==> config.mk <==
export PLATFORM = sky130hd
export DESIGN_NAME = mux8_serial_ctrl
export DESIGN_NICKNAME = d
export VERILOG_FILES = /design/src/rtl/mux8_serial_ctrl.sv
export SDC_FILE = /design/constraint.sdc
export NUM_CORES = 1
export LEC_CHECK = 0
export CORE_AREA = 2 2 42 44
export DETAILED_ROUTE_END_ITERATION = 6
export DIE_AREA = 0 0 44 46
export GPL_ROUTABILITY_DRIVEN = 1
export PLACE_DENSITY = 0.75
export SYNTH_ARGS = -nofsm -noshare
export SYNTH_HDL_FRONTEND = slang
export SYNTH_SLANG_ARGS = --single-unit
==> constraint.sdc <==
create_clock -name clk -period 2.83 [get_ports clk]
set_input_delay 0.4245 -clock clk [delete_from_list [all_inputs] [get_ports clk]]
set_output_delay 0.4245 -clock clk [all_outputs]
set_load 0.1 [all_outputs]
==> src/rtl/mux8_serial_ctrl.sv <==
// Parallel-to-serial control stage for an external 8:1 bit mux: latches a word,
// steps the select 0..7 and registers the mux output. Optional parity bit: MUX8_SERIAL_PARITY_EN.
module mux8_serial_ctrl #(
    parameter int TICK_DIV = 1
) (
    input  logic       clk,
    input  logic       rst,
    input  logic [7:0] data_in,
    input  logic       in_valid,
    output logic       in_ready,
    output logic [7:0] din,
    output logic [2:0] s,
    input  logic       y,
    output logic       ser_out,
    output logic       ser_valid,
    output logic       busy,
    output logic       done
);

    // state  | meaning
    // IDLE   | waiting for a word, in_ready high
    // SHIFT  | select stepping 0..7, one bit period per value
    // PARITY | extra bit period carrying ^din (parity build only)
    localparam int CW = $clog2(TICK_DIV) + 1;
    localparam logic [CW-1:0] LAST = CW'(TICK_DIV - 1);

`ifdef MUX8_SERIAL_PARITY_EN
    typedef enum logic [1:0] {IDLE, SHIFT, PARITY} state_t;
`else
    typedef enum logic [1:0] {IDLE, SHIFT} state_t;
`endif

    state_t        state, state_nx;
    logic [CW-1:0] cnt, cnt_nx;
    logic [7:0]    din_nx;
    logic [2:0]    s_nx;
    logic          done_nx;
    logic          sample;
    logic          period_end;

    assign in_ready   = (state == IDLE) && !rst;
    assign busy       = (state != IDLE);
    assign period_end = (cnt == LAST);

    always_comb begin
        state_nx = state;
        cnt_nx   = cnt;
        din_nx   = din;
        s_nx     = s;
        done_nx  = 1'b0;
        sample   = y;
        case (state)
            IDLE: begin
                if (in_valid && in_ready) begin
                    din_nx   = data_in;
                    s_nx     = 3'd0;
                    cnt_nx   = '0;
                    state_nx = SHIFT;
                end
            end
            SHIFT: begin
                if (period_end) begin
                    cnt_nx = '0;
                    if (s != 3'd7) begin
                        s_nx = s + 3'd1;
                    end else begin
`ifdef MUX8_SERIAL_PARITY_EN
                        state_nx = PARITY;
`else
                        state_nx = IDLE;
                        done_nx  = 1'b1;
`endif
                    end
                end else begin
                    cnt_nx = cnt + CW'(1);
                end
            end
`ifdef MUX8_SERIAL_PARITY_EN
            PARITY: begin
                // select stays at 7; the sampled bit is replaced by even parity
                sample = ^din;
                if (period_end) begin
                    cnt_nx   = '0;
                    state_nx = IDLE;
                    done_nx  = 1'b1;
                end else begin
                    cnt_nx = cnt + CW'(1);
                end
            end
`endif
            default: state_nx = IDLE;
        endcase
    end

    always_ff @(posedge clk or posedge rst) begin
        if (rst) begin
            state     <= IDLE;
            cnt       <= '0;
            din       <= 8'd0;
            s         <= 3'd0;
            ser_out   <= 1'b0;
            ser_valid <= 1'b0;
            done      <= 1'b0;
        end else begin
            state     <= state_nx;
            cnt       <= cnt_nx;
            din       <= din_nx;
            s         <= s_nx;
            ser_out   <= sample;
            ser_valid <= busy && (cnt == '0);
            done      <= done_nx;
        end
    end

endmodule

==> flow_summary.json, run 1 <==
{
  "hold_buffers": 0,
  "fin_crit_sh_pct": 63.61,
  "dr.pass1.iters": 4,
  "synth_top_area_share_pct": 59.29,
  "rsz0062_at_grt": "false",
  "seq_area_frac_synth_pct": 59.29,
  "grt_remaining_overflow": 0,
  "worst_slew_pin_slew_ns": 0.5414,
  "grt_usage_pct": 15.31,
  "drc_errors": 0,
  "clk_latency_ns": 0.28,
  "antenna_found_initial": 0,
  "rrSetupSlack_ns": 1.28,
  "path_cells": "clkdlybuf4s50_1 -> nor2_1 -> buf_4",
  "setup_slack_ns": 1.030,
  "drive_above_1_share_pct": 38.67,
  "outcome": "finished clean",
  "slowest_delay_ns": 0.49,
  "numCtsBuffers": 3,
  "cts_max_path_buffers": 2,
  "timing.rr.end": "din[0]",
  "drv_slew": 0,
  "hpwl_um": 970.3,
  "cp_top_family": "buffers and inverters",
  "clkTransAtPathRegs_ns": 0.09,
  "design_area_um2": 908.4,
  "hp-class": "flop to flop",
  "postPlaceCellArea_um2": 880.8,
  "cts_root_buf": "clkbuf_4",
  "syn_to_final_growth_pct": 43.48,
  "fin_nets": 91,
  "ios": 28,
  "grt_pass1_vias": 467,
  "ys_types": 16,
  "finalSetupViolCount": 0,
  "h-tree-depth": 1,
  "post_cts_resized": 0,
  "gp_congestion": 0.5952,
  "reg2reg_from": "state[0]",
  "coreArea_um2": 1614,
  "slowest_stage": "clkdlybuf4s50_1",
  "row_count": 15,
  "cts.sinks": 15,
  "yosys.area.top_type": "dfrtp_1",
  "hp-start": "din[1]",
  "layout_commonest_cell": "buf_4",
  "hold_path_depth": 1,
  "dieWidth_um": 44,
  "path_max_fanout": 4,
  "period_needed_ns": 1.800,
  "min_to": "din[1]",
  "initial_utilization_pct": 39.22,
  "die_area_um2": 2024,
  "vias_per_cell": 4.935,
  "hold_viol": 0,
  "r2r_cells": 2,
  "grt_pass1_wl_mm": 2.132,
  "syn_area_um2": 633.1,
  "worst_setup_path_end_kind": "output port",
  "slew-limit-headroom_pct": 63.87,
  "synthCells": 45,
  "final_cell_mix": "buf_4, dfrtp_1, clkdlybuf4s50_1",
  "arrival_ns": 1.38,
  "start_kind": "input port",
  "grt_max_degree": 16,
  "max_cap_viol_count": 0,
  "post_drt_wl_per_cell_um": 13.71,
  "cp_data_required_time_ns": 2.41,
  "vias": 454,
  "path_buf_inv": 2,
  "avgSynthCellArea_um2": 14.07,
  "portBuffers": 27,
  "post-place-ws_ns": 0.9345,
  "path_class": "input port to output port",
  "ant_nets": 0,
  "drtIter0Drc": 2,
  "antennaDiodeCount": 0,
  "skew_ns": 0.005307,
  "wl_mm": 1.261,
  "synth.net_count": 60,
  "die_h_um": 46,
  "finalSetupTns_ns": 0,
  "fmax_ghz": 0.5555,
  "synth_area_leaders": "dfrtp_1, mux2_2, ha_1",
  "postCtsSetupRepairBufs": 0,
  "yosys_warnings": 0,
  "cts_tree": "done",
  "ys_seq_elements": 15
}
[flip-flops by register name, indices dropped and copies added, names as in the netlist]
name	count
din	8
done	1
s	3
ser_out	1
ser_valid	1
state	1
[synth_stat cells]
master	n
dfrtp_1	15
mux2_2	8
ha_1	3
nand2b_1	3
inv_1	2
nand3_1	2
nand3b_1	2
o211ai_1	2
a21o_1	1
and2_1	1
clkbuf_1	1
nor2_1	1
nor2b_1	1
nor3b_4	1
o2bb2ai_1	1
xnor2_1	1
[layer usage]
metal | GRT usage (%) | vias to the layer above | share of wire, %
li1 | - | 218 | -
met3 | 4.762 | 2 | 9.0
met2 | 24.71 | 20 | 50
met4 | 10.91 | 0 | 1.7
met1 | 17.13 | 214 | 39
met5 | 0 | - | 0
[metrics by stage]
stage | instances | utilization, % | hold WS [ns]
after floorplan | 45 | - | 0.3260
after global placement | 88 | 54.57 | 0.4923
after detailed placement | 88 | 54.57 | 0.4983
after CTS | 92 | 56.28 | 0.5199
after global routing | 92 | 56.28 | 0.5373
final | 92 | 56.28 | 0.5124
[worst max path at each step]
stage              from        to  slack [ns]  cells after the start
6_report            rst  in_ready        1.03                      3
5_1_grt             rst  in_ready        0.99                      3
4_1_cts             rst  in_ready        1.04                      3
3_5_place_dp        rst    din[0]        0.93                      3
3_3_place_gp        rst    din[2]        0.96                      3
2_1_floorplan  state[0]  in_ready        0.04                      2
[logic make-up (layout without fill, tap and decap cells)]
group	count (synthesis)	in the layout	share of synthesized area, %
buffers and inverters	3	33	1.779
flip-flops	15	15	59.29
adder cells (fa/ha/maj)	3	3	5.929
XOR/XNOR	1	1	1.384
AO/OA/AOI/OAI	4	4	4.941
AND/OR/NAND/NOR	11	11	12.45
multiplexers	8	8	14.23
[layout make-up]
cell class	instances	area, µm²
Sequential cell	15	375.4
Clock buffer	3	22.52
Timing Repair Buffer	27	230.2
Tap cell	17	21.27
Clock inverter	1	5.005
Inverter	2	7.507
Multi-Input combinational cell	27	246.5
Fill cell	145	705.7
Power of run 1 is not shown: default switching activity piles up to over one toggle a cycle in this logic, so the estimate is an artifact.
==> run 2, diff against run 1 <==
--- a/config.mk
+++ b/config.mk
@@ -5,11 +5,11 @@
 export SDC_FILE = /design/constraint.sdc
 export NUM_CORES = 1
 export LEC_CHECK = 0
-export CORE_AREA = 2 2 42 44
+export CORE_AREA = 2 2 46 48
 export DETAILED_ROUTE_END_ITERATION = 6
-export DIE_AREA = 0 0 44 46
+export DIE_AREA = 0 0 48 50
 export GPL_ROUTABILITY_DRIVEN = 1
-export PLACE_DENSITY = 0.75
+export PLACE_DENSITY = 0.66
 export SYNTH_ARGS = -nofsm -noshare
 export SYNTH_HDL_FRONTEND = slang
 export SYNTH_SLANG_ARGS = --single-unit
==> constraint.sdc (replaced) <==
create_clock -name clk -period 1.52 [get_ports clk]
set_input_delay 0.228 -clock clk [delete_from_list [all_inputs] [get_ports clk]]
set_output_delay 0.228 -clock clk [all_outputs]
set_load 0.1 [all_outputs]
==> run 2 against run 1 <==
Global-route usage shrank 1.3 points. Non-clock buffer count grew 5. Core utilization grew 5.9 points. Register-to-register slack lost 1.1 ns. Setup slack lost 0.93 ns. Sequential cell count is the same. Sequential share of layout area shrank 9.2 points. First-iteration DRC count shrank 100%. Cell area grew 30%.
==> flow_summary.json, run 2 (same netlist as run 1, synthesis figures left out) <==
{
  "outcome": "finished clean",
  "vias_per_cell": 4.467,
  "clkTransAtPathRegs_ns": 0.09,
  "h-tree-depth": 1,
  "numCtsBuffers": 3,
  "drc_errors": 0,
  "nFillCells": 147,
  "portBuffers": 27,
  "gp_congestion": 0.7124,
  "hpwl_mm": 1.111,
  "antennaDiodeCount": 0,
  "drtIter0Drc": 0,
  "worst_setup_path_end_kind": "output port",
  "ios": 28,
  "max_flop_register": "din",
  "ant_nets": 0,
  "coreArea_um2": 1902,
  "grt_remaining_overflow": 0,
  "slowest_delay_ns": 0.43,
  "cts_max_path_buffers": 2,
  "dr.pass1.iters": 1,
  "path_max_fanout": 13,
  "die_h_um": 50,
  "vias": 478,
  "die_area_um2": 2400,
  "path_class": "flop to output port",
  "clk_latency_ns": 0.27,
  "final_cell_mix": "buf_12, dfrtp_1, clkdlybuf4s50_1",
  "reg_top3": "din: 8 flops, s: 3 flops",
  "start_kind": "flop",
  "wl_mm": 1.334,
  "slowest_stage": "dfrtp_2",
  "max_cap_viol_count": 0,
  "hold_viol": 0,
  "post-place-ws_ns": -0.02545,
  "fmax_ghz": 0.7024,
  "post_cts_resized": 0,
  "arrival_ns": 1.20,
  "hold_buffers": 0,
  "cts_tree": "done",
  "drive_above_1_share_pct": 47.50,
  "row_count": 16,
  "finalSetupViolCount": 0,
  "post_drt_wl_per_cell_um": 12.47,
  "slew-limit-headroom_pct": 82.59,
  "worst_slew_pin_slew_ns": 0.2609,
  "drv_slew": 0,
  "grt_max_degree": 14,
  "setup_slack_ns": 0.09636,
  "fin_crit_sh_pct": 93.66,
  "cts_root_buf": "clkbuf_4",
  "grt_usage_pct": 14.00,
  "postCtsSetupRepairBufs": 0,
  "period_needed_ns": 1.424,
  "path_cells": "buf_4 -> nor2_4 -> buf_12",
  "grt_pass1_wl_mm": 2.235,
  "largest_reg_flops": 8,
  "skew_ns": 0.001843,
  "initial_utilization_pct": 33.29,
  "grt_pass1_vias": 486,
  "cts.sinks": 15,
  "antenna_found_initial": 0,
  "fin_nets": 96,
  "hp-class": "input port to async pin",
  "cp_data_required_time_ns": 1.29,
  "syn_to_final_growth_pct": 86.76,
  "rsz0062_at_grt": "false",
  "dieWidth_um": 48,
  "layout_commonest_cell": "buf_12"
}
-- run 2: cell count changes in the layout (fill, tap and decap cells not counted), sizes merged --
| cell | delta |
|---|---|
| buf | +5 |
| clkbuf | +1 |
| clkinv | -1 |
-- run 2: critical path, delay by kind of cell (launching register included) --
family        cells  cell delay [ns]
buf+inv           2             0.38
simple gates      1             0.11
flops             1             0.43
-- run 2: final cells by class --
cell class	instances	area [µm²]	share of cell area [%]
sequential	15	380.4	32.17
timing repair buffer	32	480.5	40.64
clock buffer	4	26.28	2.222
inverter	2	7.507	0.6349
tap	27	33.78	2.857
multi-input combinational	27	254.0	21.48
-- run 2: worst paths after layout --
kind	slack, ns	cells past startpoint	from	end
max	0.1	3	state[0]	in_ready
min	0.40	3	rst	din[2]
max reg2reg	0.17	4	s[0]	s[0]
min reg2reg	0.57	1	din[1]	din[1]
max in group asynchronous	0.75	4	rst	state[0]
min in group clk	0.40	1	y	ser_out
-- run 2: metrics by stage --
step / TNS, ns / hold slack, ns / utilization (%) / area, µm² / std cells
floorplan: -0.09455 / 0.1292 / - / 645.6 / 45
global placement: -0.01309 / 0.5587 / 60.79 / 1156 / 103
detailed placement: -0.1455 / 0.5637 / 60.79 / 1156 / 103
CTS: 0 / 0.3942 / 62.17 / 1182 / 107
global route: 0 / 0.3709 / 62.17 / 1182 / 107
finish: 0 / 0.3963 / 62.17 / 1182 / 107
-- run 2: routing by layer --
metal | track usage [%] | up-vias | routed length [µm]
met4 | 8.108 | 0 | 21
met1 | 18.89 | 229 | 582
met5 | 0 | - | 0
li1 | - | 230 | -
met3 | 6.227 | 2 | 91
met2 | 18.00 | 17 | 638
Power of run 2 is left out for the same reason.
